## src/rtl/mem_req_queue_if.sv

```systemverilog
// Handshake and bus bundle for the data-memory request queue.
// slave = the queue itself, master = the EX/MEM/bus environment around it.
interface mem_req_queue_if #(
  parameter int DATA_W = 32,
  parameter int ADDR_W = 32,
  parameter int RD_W   = 5
);
  // EX-side request
  logic                  in_valid;
  logic                  in_ready;
  logic                  in_we;
  logic [1:0]            in_size;
  logic                  in_unsigned;
  logic [ADDR_W-1:0]     in_addr;
  logic [DATA_W-1:0]     in_wdata;
  logic [RD_W-1:0]       in_rd;
  // SRAM-style bus
  logic                  req;
  logic                  wr;
  logic [1:0]            size;
  logic [DATA_W/8-1:0]   wstrb;
  logic [ADDR_W-1:0]     addr;
  logic [DATA_W-1:0]     wdata;
  logic                  addr_ok;
  logic                  data_ok;
  logic [DATA_W-1:0]     rdata;
  // MEM-side response
  logic                  resp_valid;
  logic                  resp_ready;
  logic [DATA_W-1:0]     resp_data;
  logic [RD_W-1:0]       resp_rd;
  logic                  resp_we;
  logic                  resp_ale;
  logic [ADDR_W-1:0]     resp_vaddr;

  modport slave (
    input  in_valid, in_we, in_size, in_unsigned, in_addr, in_wdata, in_rd,
    input  addr_ok, data_ok, rdata, resp_ready,
    output in_ready, req, wr, size, wstrb, addr, wdata,
    output resp_valid, resp_data, resp_rd, resp_we, resp_ale, resp_vaddr
  );

  modport master (
    output in_valid, in_we, in_size, in_unsigned, in_addr, in_wdata, in_rd,
    output addr_ok, data_ok, rdata, resp_ready,
    input  in_ready, req, wr, size, wstrb, addr, wdata,
    input  resp_valid, resp_data, resp_rd, resp_we, resp_ale, resp_vaddr
  );
endinterface

```

## src/rtl/mem_req_queue.sv

```systemverilog
// Data-memory request unit: issues EX loads/stores on a req/addr_ok/data_ok
// bus, tracks up to DEPTH outstanding requests in order, and hands
// extended load data / store completion / misalignment back to MEM.
module mem_req_queue #(
  parameter int DATA_W = 32,
  parameter int ADDR_W = 32,
  parameter int DEPTH  = 2,
  parameter int RD_W   = 5
) (
  input  logic             clk,
  input  logic             resetn,
  input  logic             flush,
  mem_req_queue_if.slave   bus
);

  localparam int STRB_W = DATA_W / 8;
  localparam int OFF_W  = $clog2(STRB_W);
  localparam int PTR_W  = (DEPTH > 1) ? $clog2(DEPTH) : 1;
  localparam int CNT_W  = $clog2(DEPTH + 1);

  // Queue bookkeeping
  logic [PTR_W-1:0] head_q, head_d, tail_q, tail_d, fill_q, fill_d;
  logic [CNT_W-1:0] count_q, count_d;
  logic [DEPTH-1:0] ent_vld_q, ent_vld_d, ent_done_q, ent_done_d, ent_disc_q, ent_disc_d;

  // Entry payload
  logic              ent_we_q    [DEPTH];
  logic [1:0]        ent_size_q  [DEPTH];
  logic              ent_uns_q   [DEPTH];
  logic [OFF_W-1:0]  ent_off_q   [DEPTH];
  logic [RD_W-1:0]   ent_rd_q    [DEPTH];
  logic [ADDR_W-1:0] ent_vaddr_q [DEPTH];
  logic [DATA_W-1:0] ent_data_q  [DEPTH];

  // Misaligned-operation holding register
  logic              ale_valid_q, ale_valid_d;
  logic              ale_we_q;
  logic [RD_W-1:0]   ale_rd_q;
  logic [ADDR_W-1:0] ale_vaddr_q;

  logic ale, full, empty, push, ale_take, fill, pop;
  logic head_done, head_live;
  logic [STRB_W-1:0] strb_base;
  logic [DATA_W-1:0] lane, ext;

  function automatic logic [PTR_W-1:0] ptr_inc(input logic [PTR_W-1:0] p);
    return (p == PTR_W'(DEPTH - 1)) ? '0 : p + PTR_W'(1);
  endfunction

  // Misalignment detect, strobes and replicated write data
  always_comb begin
    ale       = 1'b0;
    strb_base = '0;
    bus.wdata = bus.in_wdata;
    case (bus.in_size)
      2'd0: begin
        strb_base = STRB_W'(1);
        bus.wdata = {STRB_W{bus.in_wdata[7:0]}};
      end
      2'd1: begin
        ale       = bus.in_addr[0];
        strb_base = STRB_W'(3);
        bus.wdata = {(DATA_W/16){bus.in_wdata[15:0]}};
      end
      2'd2: begin
        ale       = |bus.in_addr[1:0];
        strb_base = STRB_W'(15);
        bus.wdata = {(DATA_W/32){bus.in_wdata[31:0]}};
      end
      default: begin
        ale       = |bus.in_addr[2:0];
        strb_base = STRB_W'(8'hFF);
        bus.wdata = bus.in_wdata;
      end
    endcase
    bus.wstrb = strb_base << bus.in_addr[OFF_W-1:0];
  end

  assign full      = (count_q == CNT_W'(DEPTH));
  assign empty     = (count_q == '0);
  assign bus.req   = resetn & bus.in_valid & ~ale & ~flush & ~full & ~ale_valid_q;
  assign ale_take  = resetn & bus.in_valid & ale & empty & ~ale_valid_q & ~flush;
  assign push      = bus.req & bus.addr_ok;
  assign bus.in_ready = push | ale_take;
  assign bus.wr    = bus.in_we;
  assign bus.size  = bus.in_size;
  assign bus.addr  = bus.in_addr;

  // data_ok with nothing waiting is ignored rather than corrupting an entry
  assign fill      = bus.data_ok & ent_vld_q[fill_q] & ~ent_done_q[fill_q];
  assign head_done = ent_vld_q[head_q] & ent_done_q[head_q];
  assign head_live = head_done & ~ent_disc_q[head_q];
  // ale_valid only rises with an empty queue, so it never competes with the head
  assign pop       = head_done & (ent_disc_q[head_q] | (~ale_valid_q & bus.resp_ready));

  // Next-state for pointers, count, entry flags and the ale register
  always_comb begin
    head_d      = pop  ? ptr_inc(head_q) : head_q;
    tail_d      = push ? ptr_inc(tail_q) : tail_q;
    fill_d      = fill ? ptr_inc(fill_q) : fill_q;
    count_d     = count_q + CNT_W'(push) - CNT_W'(pop);
    ent_vld_d   = ent_vld_q;
    ent_done_d  = ent_done_q;
    ent_disc_d  = ent_disc_q;
    ale_valid_d = ale_valid_q;
    for (int i = 0; i < DEPTH; i++) begin
      if (push && tail_q == PTR_W'(i)) begin
        ent_vld_d[i]  = 1'b1;
        ent_done_d[i] = 1'b0;
        ent_disc_d[i] = 1'b0;
      end
      if (fill && fill_q == PTR_W'(i)) ent_done_d[i] = 1'b1;
      if (flush && ent_vld_q[i])       ent_disc_d[i] = 1'b1;
      if (pop && head_q == PTR_W'(i))  ent_vld_d[i]  = 1'b0;
    end
    if (flush)                              ale_valid_d = 1'b0;
    else if (ale_take)                      ale_valid_d = 1'b1;
    else if (ale_valid_q && bus.resp_ready) ale_valid_d = 1'b0;
  end

  // Control state registers
  always_ff @(posedge clk) begin
    if (!resetn) begin
      head_q      <= '0;
      tail_q      <= '0;
      fill_q      <= '0;
      count_q     <= '0;
      ent_vld_q   <= '0;
      ent_done_q  <= '0;
      ent_disc_q  <= '0;
      ale_valid_q <= 1'b0;
    end else begin
      head_q      <= head_d;
      tail_q      <= tail_d;
      fill_q      <= fill_d;
      count_q     <= count_d;
      ent_vld_q   <= ent_vld_d;
      ent_done_q  <= ent_done_d;
      ent_disc_q  <= ent_disc_d;
      ale_valid_q <= ale_valid_d;
    end
  end

  // Payload capture on push/fill/ale acceptance; contents are don't-care until flagged valid
  always_ff @(posedge clk) begin
    for (int i = 0; i < DEPTH; i++) begin
      if (push && tail_q == PTR_W'(i)) begin
        ent_we_q[i]    <= bus.in_we;
        ent_size_q[i]  <= bus.in_size;
        ent_uns_q[i]   <= bus.in_unsigned;
        ent_off_q[i]   <= bus.in_addr[OFF_W-1:0];
        ent_rd_q[i]    <= bus.in_rd;
        ent_vaddr_q[i] <= bus.in_addr;
      end
      if (fill && fill_q == PTR_W'(i)) ent_data_q[i] <= bus.rdata;
    end
    if (ale_take) begin
      ale_we_q    <= bus.in_we;
      ale_rd_q    <= bus.in_rd;
      ale_vaddr_q <= bus.in_addr;
    end
  end

  // Load lane select and sign/zero extension of the head entry
  always_comb begin
    lane = ent_data_q[head_q] >> {ent_off_q[head_q], 3'b000};
    case (ent_size_q[head_q])
      2'd0:    ext = ent_uns_q[head_q] ? DATA_W'(lane[7:0])  : DATA_W'($signed(lane[7:0]));
      2'd1:    ext = ent_uns_q[head_q] ? DATA_W'(lane[15:0]) : DATA_W'($signed(lane[15:0]));
      2'd2:    ext = ent_uns_q[head_q] ? DATA_W'(lane[31:0]) : DATA_W'($signed(lane[31:0]));
      default: ext = lane;
    endcase
  end

  // Response mux; all fields read 0 while nothing is being offered
  always_comb begin
    bus.resp_valid = 1'b0;
    bus.resp_data  = '0;
    bus.resp_rd    = '0;
    bus.resp_we    = 1'b0;
    bus.resp_ale   = 1'b0;
    bus.resp_vaddr = '0;
    if (ale_valid_q) begin
      bus.resp_valid = 1'b1;
      bus.resp_ale   = 1'b1;
      bus.resp_rd    = ale_rd_q;
      bus.resp_we    = ale_we_q;
      bus.resp_vaddr = ale_vaddr_q;
    end else if (head_live) begin
      bus.resp_valid = 1'b1;
      bus.resp_rd    = ent_rd_q[head_q];
      bus.resp_we    = ent_we_q[head_q];
      bus.resp_vaddr = ent_vaddr_q[head_q];
      bus.resp_data  = ent_we_q[head_q] ? '0 : ext;
    end
  end

endmodule

```

## src/flat_wrapper.sv

```systemverilog
// flat-port wrapper written by rule: the top's interface ports become plain ports
module mem_req_queue_flat 
#(
  parameter int DATA_W = 32,
  parameter int ADDR_W = 32,
  parameter int DEPTH  = 2,
  parameter int RD_W   = 5
)
  (clk, resetn, flush, bus_in_valid, bus_in_we, bus_in_size, bus_in_unsigned, bus_in_addr, bus_in_wdata, bus_in_rd, bus_addr_ok, bus_data_ok, bus_rdata, bus_resp_ready, bus_in_ready, bus_req, bus_wr, bus_size, bus_wstrb, bus_addr, bus_wdata, bus_resp_valid, bus_resp_data, bus_resp_rd, bus_resp_we, bus_resp_ale, bus_resp_vaddr);
  mem_req_queue_if #(.DATA_W(DATA_W), .ADDR_W(ADDR_W), .RD_W(RD_W)) bus_i ();
  input  logic clk;
  input  logic resetn;
  input  logic flush;
  input wire logic [$bits(bus_i.in_valid)-1:0] bus_in_valid;
  input wire logic [$bits(bus_i.in_we)-1:0] bus_in_we;
  input wire logic [$bits(bus_i.in_size)-1:0] bus_in_size;
  input wire logic [$bits(bus_i.in_unsigned)-1:0] bus_in_unsigned;
  input wire logic [$bits(bus_i.in_addr)-1:0] bus_in_addr;
  input wire logic [$bits(bus_i.in_wdata)-1:0] bus_in_wdata;
  input wire logic [$bits(bus_i.in_rd)-1:0] bus_in_rd;
  input wire logic [$bits(bus_i.addr_ok)-1:0] bus_addr_ok;
  input wire logic [$bits(bus_i.data_ok)-1:0] bus_data_ok;
  input wire logic [$bits(bus_i.rdata)-1:0] bus_rdata;
  input wire logic [$bits(bus_i.resp_ready)-1:0] bus_resp_ready;
  output wire logic [$bits(bus_i.in_ready)-1:0] bus_in_ready;
  output wire logic [$bits(bus_i.req)-1:0] bus_req;
  output wire logic [$bits(bus_i.wr)-1:0] bus_wr;
  output wire logic [$bits(bus_i.size)-1:0] bus_size;
  output wire logic [$bits(bus_i.wstrb)-1:0] bus_wstrb;
  output wire logic [$bits(bus_i.addr)-1:0] bus_addr;
  output wire logic [$bits(bus_i.wdata)-1:0] bus_wdata;
  output wire logic [$bits(bus_i.resp_valid)-1:0] bus_resp_valid;
  output wire logic [$bits(bus_i.resp_data)-1:0] bus_resp_data;
  output wire logic [$bits(bus_i.resp_rd)-1:0] bus_resp_rd;
  output wire logic [$bits(bus_i.resp_we)-1:0] bus_resp_we;
  output wire logic [$bits(bus_i.resp_ale)-1:0] bus_resp_ale;
  output wire logic [$bits(bus_i.resp_vaddr)-1:0] bus_resp_vaddr;
  assign bus_i.in_valid = bus_in_valid;
  assign bus_i.in_we = bus_in_we;
  assign bus_i.in_size = bus_in_size;
  assign bus_i.in_unsigned = bus_in_unsigned;
  assign bus_i.in_addr = bus_in_addr;
  assign bus_i.in_wdata = bus_in_wdata;
  assign bus_i.in_rd = bus_in_rd;
  assign bus_i.addr_ok = bus_addr_ok;
  assign bus_i.data_ok = bus_data_ok;
  assign bus_i.rdata = bus_rdata;
  assign bus_i.resp_ready = bus_resp_ready;
  assign bus_in_ready = bus_i.in_ready;
  assign bus_req = bus_i.req;
  assign bus_wr = bus_i.wr;
  assign bus_size = bus_i.size;
  assign bus_wstrb = bus_i.wstrb;
  assign bus_addr = bus_i.addr;
  assign bus_wdata = bus_i.wdata;
  assign bus_resp_valid = bus_i.resp_valid;
  assign bus_resp_data = bus_i.resp_data;
  assign bus_resp_rd = bus_i.resp_rd;
  assign bus_resp_we = bus_i.resp_we;
  assign bus_resp_ale = bus_i.resp_ale;
  assign bus_resp_vaddr = bus_i.resp_vaddr;
  mem_req_queue #(.DATA_W(DATA_W), .ADDR_W(ADDR_W), .DEPTH(DEPTH), .RD_W(RD_W)) u_core (.clk(clk), .resetn(resetn), .flush(flush), .bus(bus_i));
endmodule
```

## config.mk

```make
export PLATFORM = sky130hd
export DESIGN_NAME = mem_req_queue_flat
export DESIGN_NICKNAME = d
export VERILOG_FILES = /design/src/rtl/mem_req_queue_if.sv /design/src/rtl/mem_req_queue.sv /design/src/flat_wrapper.sv
export SDC_FILE = /design/constraint.sdc
export NUM_CORES = 1
export LEC_CHECK = 0
export ABC_AREA = 1
export CORE_MARGIN = 2
export CORE_UTILIZATION = 44
export CTS_CLUSTER_DIAMETER = 200
export DETAILED_ROUTE_END_ITERATION = 16
export GPL_TIMING_DRIVEN = 0
export PLACE_DENSITY = 0.8
export SYNTH_ARGS = -nofsm -noshare
export SYNTH_HDL_FRONTEND = slang
export SYNTH_SLANG_ARGS = --single-unit
```

## constraint.sdc

```tcl
create_clock -name clk -period 3.5 [get_ports clk]
set_input_delay 0.7 -clock clk [delete_from_list [all_inputs] [get_ports clk]]
set_output_delay 0.7 -clock clk [all_outputs]
set_load 0.02 [all_outputs]
```

Word-level counts from Yosys, hierarchy flattened. Memory sizes are Yosys's and may differ from the RTL's. A register that Yosys moved wholly into a read port is not among the register bits. Index checks and enable logic that the tools add are counted.

Output and inout port bits: 145. Memory bits (read-only): 0. Memory bits (writable): 150. Register bits after elaboration: 50. Memories: 7. Logic and storage cells: 173. Input bits: 112. Bits in latches: 0.

Order comparisons: 2. Shifts and indexed selects: 2. Reduce and logical (&&, ||, !) cells: 29. Bitwise logic cells: 28. Div/mod/pow operators: 0. Multiply operators: 0. Add/sub/neg operators: 5. Multiplexer cells: 82. Equality and inequality tests: 4.

Memories: u_core.ent_data_q (depth 2, width 32, rd ports 1, clocked after memory_dff 1, write ports 1, line mem_req_queue.sv:33) `logic [DATA_W-1:0] ent_data_q [DEPTH];`; u_core.ent_vaddr_q (depth 2, width 32, rd ports 1, clocked after memory_dff 1, write ports 1, line mem_req_queue.sv:32) `logic [ADDR_W-1:0] ent_vaddr_q [DEPTH];`; u_core.ent_rd_q (depth 2, width 5, rd ports 1, clocked after memory_dff 1, write ports 1, line mem_req_queue.sv:31) `logic [RD_W-1:0] ent_rd_q [DEPTH];`; u_core.ent_off_q (depth 2, width 2, rd ports 1, clocked after memory_dff 1, write ports 1, line mem_req_queue.sv:30) `logic [OFF_W-1:0] ent_off_q [DEPTH];`; u_core.ent_size_q (depth 2, width 2, rd ports 1, clocked after memory_dff 1, write ports 1, line mem_req_queue.sv:28) `logic [1:0] ent_size_q [DEPTH];`; u_core.ent_uns_q (depth 2, width 1, rd ports 1, clocked after memory_dff 1, write ports 1, line mem_req_queue.sv:29) `logic ent_uns_q [DEPTH];`; 1 more memories.

Operator list (count): 2-to-1 mux 32 bit (9); case mux 32 bit (2 select lines) (2); 2-to-1 mux 1 bit (64); OR reduction 32 bit (2); right shift 32 x 5 -> 32 bit (1); AND 1 bit (16); 2-to-1 mux 5 bit (3); OR reduction 2 bit (6); inverter 1 bit (10); nonzero test 2 bit (5); logical AND 1 bit (9); case mux 4 bit (2 select lines) (1); zero test 2 bit (3); OR reduction 5 bit (1); == test 2 x 1 -> 1 bit (second input constant) (2); == test 2 bit (second input constant) (2); less-than comparator 1 x 2 -> 1 bit (second input constant) (2); 2-to-1 mux 2 bit (2); << shifter 4 x 2 -> 4 bit (1); adder 1 bit (second input constant) (3); case mux 1 bit (3 select lines) (1); OR reduction 3 bit (1); adder 2 x 1 -> 2 bit (1); bitwise OR 1 bit (2); other kinds (2) (3).

Longest topological paths before layout. Gate-level depths: netlist of the first run.

Word-level depth: 13. Gate-level depth with buffers: 11.

Worst setup path before layout of the first run. OpenSTA, ideal clock, no wires.

Path type: in2reg. Start point: in bus_in_addr[1]. End point: mem u_core.ent_off_q[1][0] (netlist name), enable pin. Slack: -144 ps. Arrival: 3203 ps. Stages: 5. Setup time: 441 ps. Data required time: 3059 ps. Cell sequence: nor2_1 -> nand3_1 -> nand2_1 -> nand3_1 -> nor2_1.

Cells in the longest elaborated chain, start to end: 13. Elaborated cells on any way between the ends: 18. Classes of those cells: 7 x mux; 6 x bitwise; 5 x reduce/logical.

Ends and longest elaborated chain: from (decl) (line flat_wrapper.sv:18) `input wire logic [$bits(bus_i.in_addr)-1:0] bus_in_addr;`; OR reduction 3 bit or OR reduction 2 bit (tied branches) (line mem_req_queue.sv:71, mem_req_queue.sv:66); case mux 1 bit (3 select lines) (*) (line mem_req_queue.sv:55) `case (bus.in_size)`; inverter 1 bit (*) (line mem_req_queue.sv:81) `assign bus.req = resetn & bus.in_valid & ~ale & ~flush & ~full & ~ale_valid_q;`; AND 1 bit (*) (4 in series) (line mem_req_queue.sv:81); AND 1 bit (*) (line mem_req_queue.sv:83) `assign push = bus.req & bus.addr_ok;`; logical AND 1 bit (line mem_req_queue.sv:147) `if (push && tail_q == PTR_W'(i)) begin`; 2-to-1 mux 1 bit (line mem_req_queue.sv:147); 2-to-1 mux 1 bit (not written as such) (line mem_req_queue.sv:151) `ent_off_q[i] <= bus.in_addr[OFF_W-1:0];`; OR reduction 2 bit (no source line); 2-to-1 mux 1 bit (no source line); to (decl) (line mem_req_queue.sv:30).

Every way passes the cells marked *; elsewhere a longest branch is shown, timed or not.

==> impl_metrics.tcl, run 1 <==
set metrics [dict create \
    pin_count 257 \
    finalMaxSlewViolations 0 \
    grt_pass1_wl_um 37100 \
    wl_per_cell_um 16.7 \
    dr.pass1.iters 6 \
    antenna_found_initial 1 \
    power_density_nw_per_um2 394 \
    clkTransAtPathRegs_ps 70 \
    ys_seq_area_share_pct 63.8 \
    layout_setup_ws_ps 119 \
    netlist_area_sq_um 9060 \
    worst_pin_slew_ps 917 \
    setup_viol 0 \
    r2r_start "u_core.ale_valid_q" \
    hold_depth 2 \
    startpoint_type "register" \
    max_freq_ghz 0.296 \
    initial_core_util_pct 44.8 \
    irDropWorstVdd_mv 0.334 \
    via_per_inst 4.92 \
    drt_iter0_drc 469 \
    cts_buffer_depth 2 \
    area_growth_pct 40.7 \
    fin_crit_ps 3380 \
    crit_path_cell_trace "buf_6 > clkbuf_4 > buf_6 > nor2_1 > o21ai_0 > nand3_1 > a21oi_1 > clkdlybuf4s50_1" \
    synthCells 850 \
    ff2ff_path_depth 7 \
    synth_edf_count 184 \
    cts_sinks 197 \
    end_kind "output pin" \
    period_share_pct 96.6 \
    whs_endpoint "u_core.ent_disc_q[0]" \
    wl_um 23500 \
    numCtsBuffers 17 \
    hp-class "register to register" \
    crit_path_frequent_cell "buf_6" \
    gp_congestion 0.875 \
    critical_path_class "register to output pin" \
    rsz0062_at_grt "false" \
    die_h_um 148 \
    synth_area_per_cell_sq_um 10.7 \
    async_flop_share_pct 0 \
    dieArea_sq_um 21800 \
    dieWidth_um 148 \
    status "finished clean" \
    overflow 0 \
    reg2reg_to "u_core.ent_vaddr_q[1][31]" \
    grt_pass1_vias 7011 \
    reg2reg_slack_ps 1260 \
    dp_hpwl_um 17100 \
    final_nets 1243 \
    layout-drive-gt1-share_pct 12.0 \
    p_total_mw 5.02 \
    min-delay-start "u_core.ent_disc_q[0]" \
    ys.flop_type "edfxtp_1" \
    grt_max_degree 39 \
    synth_cell_types 34 \
    fillCellCount 1533 \
    place_ws_ps -441 \
    syn_nets 965 \
    placementRows 52 \
    core-area_sq_um 20200 \
    drc_errors 0 \
    hold_violations 0 \
    slowest_delay_ps 630 \
    maxCapViolCount 0 \
    arrival_ps 2680 \
    yosys_warnings 0 \
    vias 6952 \
    clk_latency_ps 430 \
    grt.total_usage_pct 22.0 \
    cts.htree.levels 4 \
    skew_ps 12.6 \
    port_buffers 256 \
    post-cts-setup-buffers 0 \
    cp_max_fo 10 \
    leakagePower_nw 5.05 \
    maxSlewHeadroom_pct 38.8 \
    slowest_stage "clkdlybuf4s50_1" \
    antenna_left 0 \
    cts_tree "done" \
    ys_ff_latch 197 \
    cts_root_buffer "clkbuf_16" \
    critPathRequiredTime_ps 2800 \
]
==> cells in the mapped netlist, types with 3 or more instances <==
library cell	n	share of area, %
a21oi_1	52	2.9
nand2_1	250	10
nand2_2	3	0.21
clkbuf_1	16	0.66
dfxtp_1	13	2.9
o211ai_1	7	0.58
buf_6	5	0.62
mux2i_1	35	3.9
inv_1	54	2.2
nand3_1	24	1.3
nand3_2	4	0.44
buf_4	47	3.9
nand4_1	3	0.21
o21ai_1	8	0.44
o21ai_0	70	3.9
nor2_1	37	1.5
edfxtp_1	184	61
buf_2	14	0.77
ha_1	3	0.41
==> cell usage in the layout (no fill, tap or decap), types with 3 or more instances in the layout <==
| master | count |
|---|---|
| clkbuf_4 | 3 |
| nand3_2 | 5 |
| nor2_2 | 3 |
| o21ai_1 | 9 |
| nor2_1 | 33 |
| inv_6 | 3 |
| nand3_1 | 23 |
| a21oi_1 | 52 |
| dlygate4sd2_1 | 4 |
| clkbuf_2 | 8 |
| inv_1 | 51 |
| edfxtp_1 | 184 |
| inv_2 | 4 |
| inv_8 | 6 |
| mux2i_1 | 35 |
| dlymetal6s2s_1 | 18 |
| clkbuf_1 | 7 |
| ha_1 | 3 |
| buf_4 | 46 |
| buf_6 | 7 |
| nand4_1 | 3 |
| dfxtp_1 | 13 |
| clkbuf_16 | 17 |
| buf_2 | 11 |
| o21ai_0 | 69 |
| nand2_2 | 3 |
| nand2_1 | 249 |
| clkdlybuf4s50_1 | 234 |
| o211ai_1 | 7 |
==> what timing repair did <==
| action | in CTS | in global routing |
|---|---|---|
| hold buffers | 0 | 0 |
| gates cloned | 0 | 0 |
| resized for setup | 13 | 39 |
| pin swaps | 0 | 1 |
| endpoints found under the setup margin | 29 | 53 |
==> flip-flops by register name, indices dropped and copies added, names as in the netlist, 2 cells and up, named ones only <==
register and cells:
u_core.ale_rd_q 5, u_core.ent_size_q 4, u_core.ent_vaddr_q 62, u_core.ent_we_q 2, u_core.ent_rd_q 10, u_core.ent_vld_q 2
u_core.ale_vaddr_q 32, u_core.count_q 2, u_core.ent_off_q 2, u_core.ent_done_q 2, u_core.ent_data_q 64, u_core.ent_disc_q 2
u_core.ent_uns_q 2
==> worst max path at each step <==
stage	start	endpoint	slack, ps
after global routing	u_core.head_q	bus_resp_vaddr[20]	0.2
after global placement	bus_in_size[1]	u_core.ent_vaddr_q[1][23]	-940
after CTS	bus_in_size[1]	bus_in_ready	2
after detailed placement	bus_in_size[1]	bus_wdata[15]	-440
after floorplan	bus_in_addr[1]	u_core.ent_off_q[1][0]	540
final	register	bus_resp_data[3]	120
==> critical path, delay by kind of cell (launching register included) <==
kind            cells  cell delay [ps]
buf+inv             4             1240
compound gates      2              410
flops               1              400
simple gates        2              200
==> area by class of cell <==
cell class	instances	area, sq um	share of cell area [%]
Inverter	57	219	1.72
Antenna cell	1	2.50	0.0196
Buffer	82	568	4.45
Timing Repair Buffer	260	2700	21.2
Tap cell	270	338	2.65
Clock buffer	17	425	3.34
Multi-Input combinational cell	513	2550	20.0
Clock inverter	15	165	1.30
Sequential cell	197	5790	45.4
==> cells by family (layout without fill, tap and decap cells) <==
family	after synthesis	after routing	synth area share, %
muxes	35	35	3.87
AOI/OAI and AO/OA	144	144	8.44
DFF	197	197	63.8
buffers and inverters	140	431	8.35
other	0	1	0
adders and majority gates	3	3	0.414
xor gates and xnor gates	1	1	0.0967
and+or+nand+nor	330	330	15.0
==> layer usage <==
layer	GRT usage, %	vias to the layer above	wire length [um]
li1	-	3428	-
met1	27.1	3225	9320
met2	37.6	273	11800
met3	6.05	26	1950
met4	7.55	0	448
met5	0	-	0
==> stage by stage <==
step | TNS, ps | instances | hold slack (ps) | area [sq um] | utilization, %
2_1_floorplan | 0 | 850 | 436 | 9060 | -
3_3_place_gp | -97910 | 1376 | 449 | 12000 | 59.1
3_5_place_dp | -11630 | 1379 | 456 | 12000 | 59.5
4_1_cts | 0 | 1410 | 467 | 12600 | 62.5
5_1_grt | 0 | 1412 | 506 | 12800 | 63.0
6_report | 0 | 1412 | 466 | 12800 | 63.0
==> where the power goes <==
part / switching [mW] / internal (mW) / leakage (nW) / total, mW
logic: 0.227 / 0.258 / 3.00 / 0.485
registers: 0.00543 / 2.59 / 1.76 / 2.60
clock network: 0.920 / 1.02 / 0.290 / 1.94
Power figures use the tool's default switching activity.
==> inputs of run 2 (changes only) <==
--- a/config.mk
+++ b/config.mk
@@ -6,12 +6,14 @@
 export NUM_CORES = 1
 export LEC_CHECK = 0
 export ABC_AREA = 1
+export CELL_PAD_IN_SITES_DETAIL_PLACEMENT = 1
+export CELL_PAD_IN_SITES_GLOBAL_PLACEMENT = 2
 export CORE_MARGIN = 2
-export CORE_UTILIZATION = 44
+export CORE_UTILIZATION = 27
 export CTS_CLUSTER_DIAMETER = 200
 export DETAILED_ROUTE_END_ITERATION = 16
 export GPL_TIMING_DRIVEN = 0
-export PLACE_DENSITY = 0.8
+export PLACE_DENSITY = 0.79
 export SYNTH_ARGS = -nofsm -noshare
 export SYNTH_HDL_FRONTEND = slang
 export SYNTH_SLANG_ARGS = --single-unit
==> run 2 against run 1 <==
Worst hold slack better by 6.1 ps. Critical endpoint is now bus_in_ready. Largest cell class unchanged. Highest routed layer unchanged. Clock power increased by 9%. Clock skew down 1.6 ps. Utilization decreased by 24 points. Die area rose by 61%.
==> impl_metrics.tcl, run 2 (synthesis results as in run 1) <==
set metrics [dict create \
    multi_input_area_sq_um 2570 \
    final_nets 1244 \
    cts_root_buffer "clkbuf_16" \
    critPathRequiredTime_ps 2800 \
    final-seq-area_sq_um 5790 \
    cts_tree "done" \
    finalMaxSlewViolations 0 \
    grt_max_degree 37 \
    maxCapViolCount 0 \
    hold_violations 0 \
    layout_commonest_cell "nand2_1" \
    finalSetupTns_ps 0 \
    cts_buffer_depth 2 \
    via_per_inst 4.42 \
    top_regs "u_core.ent_data_q: 64 flops, u_core.ent_vaddr_q: 62 flops, u_core.ale_vaddr_q: 32 flops" \
    drc_errors 0 \
    post-cts-setup-buffers 0 \
    antenna_found_initial 2 \
    core-area_sq_um 33300 \
    grt.total_usage_pct 16.4 \
    layout-drive-gt1-share_pct 12.7 \
    placementRows 67 \
    worst_pin_slew_ps 790 \
    vias 7037 \
    clkTransAtPathRegs_ps 70 \
    numCtsBuffers 17 \
    startpoint_type "input pin" \
    dr.pass1.iters 4 \
    power_density_nw_per_um2 398 \
    die_h_um 187 \
    overflow 0 \
    dieArea_sq_um 35000 \
    grt_pass1_wl_um 44000 \
    cp_max_fo 9 \
    maxSlewHeadroom_pct 47.3 \
    grt_pass1_vias 7541 \
    dieWidth_um 187 \
    mostFrequentLayoutCells "248 x nand2_1, 207 x clkdlybuf4s50_1, 184 x edfxtp_1, 69 x o21ai_0, 52 x a21oi_1" \
    skew_ps 11.0 \
    fin_crit_ps 3340 \
    largest_reg_flops 64 \
    cts.htree.levels 4 \
    wl_per_cell_um 18.1 \
    period_share_pct 95.3 \
    finish.utilization_pct 39.3 \
    critical_path_class "input pin to output pin" \
    dpl_cell_area_sq_um 12300 \
    arrival_ps 2640 \
    leakagePower_nw 5.55 \
    end_kind "output pin" \
    wl_um 28900 \
    regMostFlops "u_core.ent_data_q" \
    drt_iter0_drc 413 \
    pin_count 257 \
    setup_viol 0 \
    initial_core_util_pct 27.2 \
    hp-class "register to register" \
    cts_sinks 197 \
    finalInstanceArea_sq_um 13100 \
    dp_hpwl_um 21600 \
    irDropWorstVdd_mv 0.289 \
    gp_congestion 0.811 \
    status "finished clean" \
    max_freq_ghz 0.300 \
    p_total_mw 5.20 \
    clk_latency_ps 430 \
    rsz0062_at_grt "true" \
    area_growth_pct 44.4 \
    fillCellCount 3692 \
    antenna_left 0 \
    port_buffers 256 \
]
-- run 2: timing repair --
action / CTS / global route
hold endpoints to repair: 0 / 0
hold buffers: 0 / 0
gates resized for setup: 33 / 51
setup endpoints to repair: 79 / 45
-- run 2: final cells by class --
class | count | area share [%]
antenna | 2 | 0.0383
timing repair buffer | 260 | 20.9
buffer | 83 | 4.38
sequential | 197 | 44.2
multi-input combinational | 513 | 19.6
tap | 448 | 4.29
inverter | 57 | 1.67
clock buffer | 17 | 3.25
clock inverter | 15 | 1.64
-- run 2: worst max-delay path, cell delays in order --
cell	delay [ps]
clkdlybuf4s50_1	590
nor2_1	210
nand3_1	110
nand2_2	170
nand3_2	150
nand2_1	100
clkdlybuf4s50_1	600
-- run 2: layer usage --
layer	up-vias	routed length, um	global-route usage [%]
met2	212	14300	28.7
met3	17	2220	5.68
met5	-	0	0
met1	3387	12000	19.5
li1	3421	-	-
met4	0	324	3.69
-- run 2: per-stage QoR --
step / cells / hold slack (ps) / worst slack (ps)
6_report: 1592 / 472 / 164
5_1_grt: 1590 / 483 / -24.0
4_1_cts: 1590 / 472 / 6.20
3_5_place_dp: 1558 / 462 / -610
3_3_place_gp: 1554 / 454 / -1490
2_1_floorplan: 850 / 436 / 542
-- run 2: final timing paths --
kind	from	endpoint	slack (ps)	depth (start not counted)
setup / recovery	bus_in_addr[1]	bus_in_ready	160	7
hold reg to reg	u_core.ent_disc_q[0]	u_core.ent_disc_q[0]	470	2
hold / removal	u_core.ent_disc_q[0]	u_core.ent_disc_q[0]	470	2
setup reg to reg	u_core.ale_valid_q	u_core.ent_vaddr_q[1][21]	1170	7
-- run 2: power breakdown --
part	internal (mW)	switching (mW)	leakage [nW]
Sequential	2.59	0.00574	1.76
Combinational	0.260	0.236	3.47
Clock	1.16	0.945	0.309
Total	4.01	1.19	5.55
==> inputs of run 3 (changes only) <==
--- a/config.mk
+++ b/config.mk
@@ -6,14 +6,13 @@
 export NUM_CORES = 1
 export LEC_CHECK = 0
 export ABC_AREA = 1
-export CELL_PAD_IN_SITES_DETAIL_PLACEMENT = 1
-export CELL_PAD_IN_SITES_GLOBAL_PLACEMENT = 2
+export ABC_CLOCK_PERIOD_IN_PS = 3500
 export CORE_MARGIN = 2
-export CORE_UTILIZATION = 27
+export CORE_UTILIZATION = 44
 export CTS_CLUSTER_DIAMETER = 200
 export DETAILED_ROUTE_END_ITERATION = 16
 export GPL_TIMING_DRIVEN = 0
-export PLACE_DENSITY = 0.79
+export PLACE_DENSITY = 0.8
 export SYNTH_ARGS = -nofsm -noshare
 export SYNTH_HDL_FRONTEND = slang
 export SYNTH_SLANG_ARGS = --single-unit
==> results of run 3 <==
Final layout, timing and power as in run 1 (identical DEF).
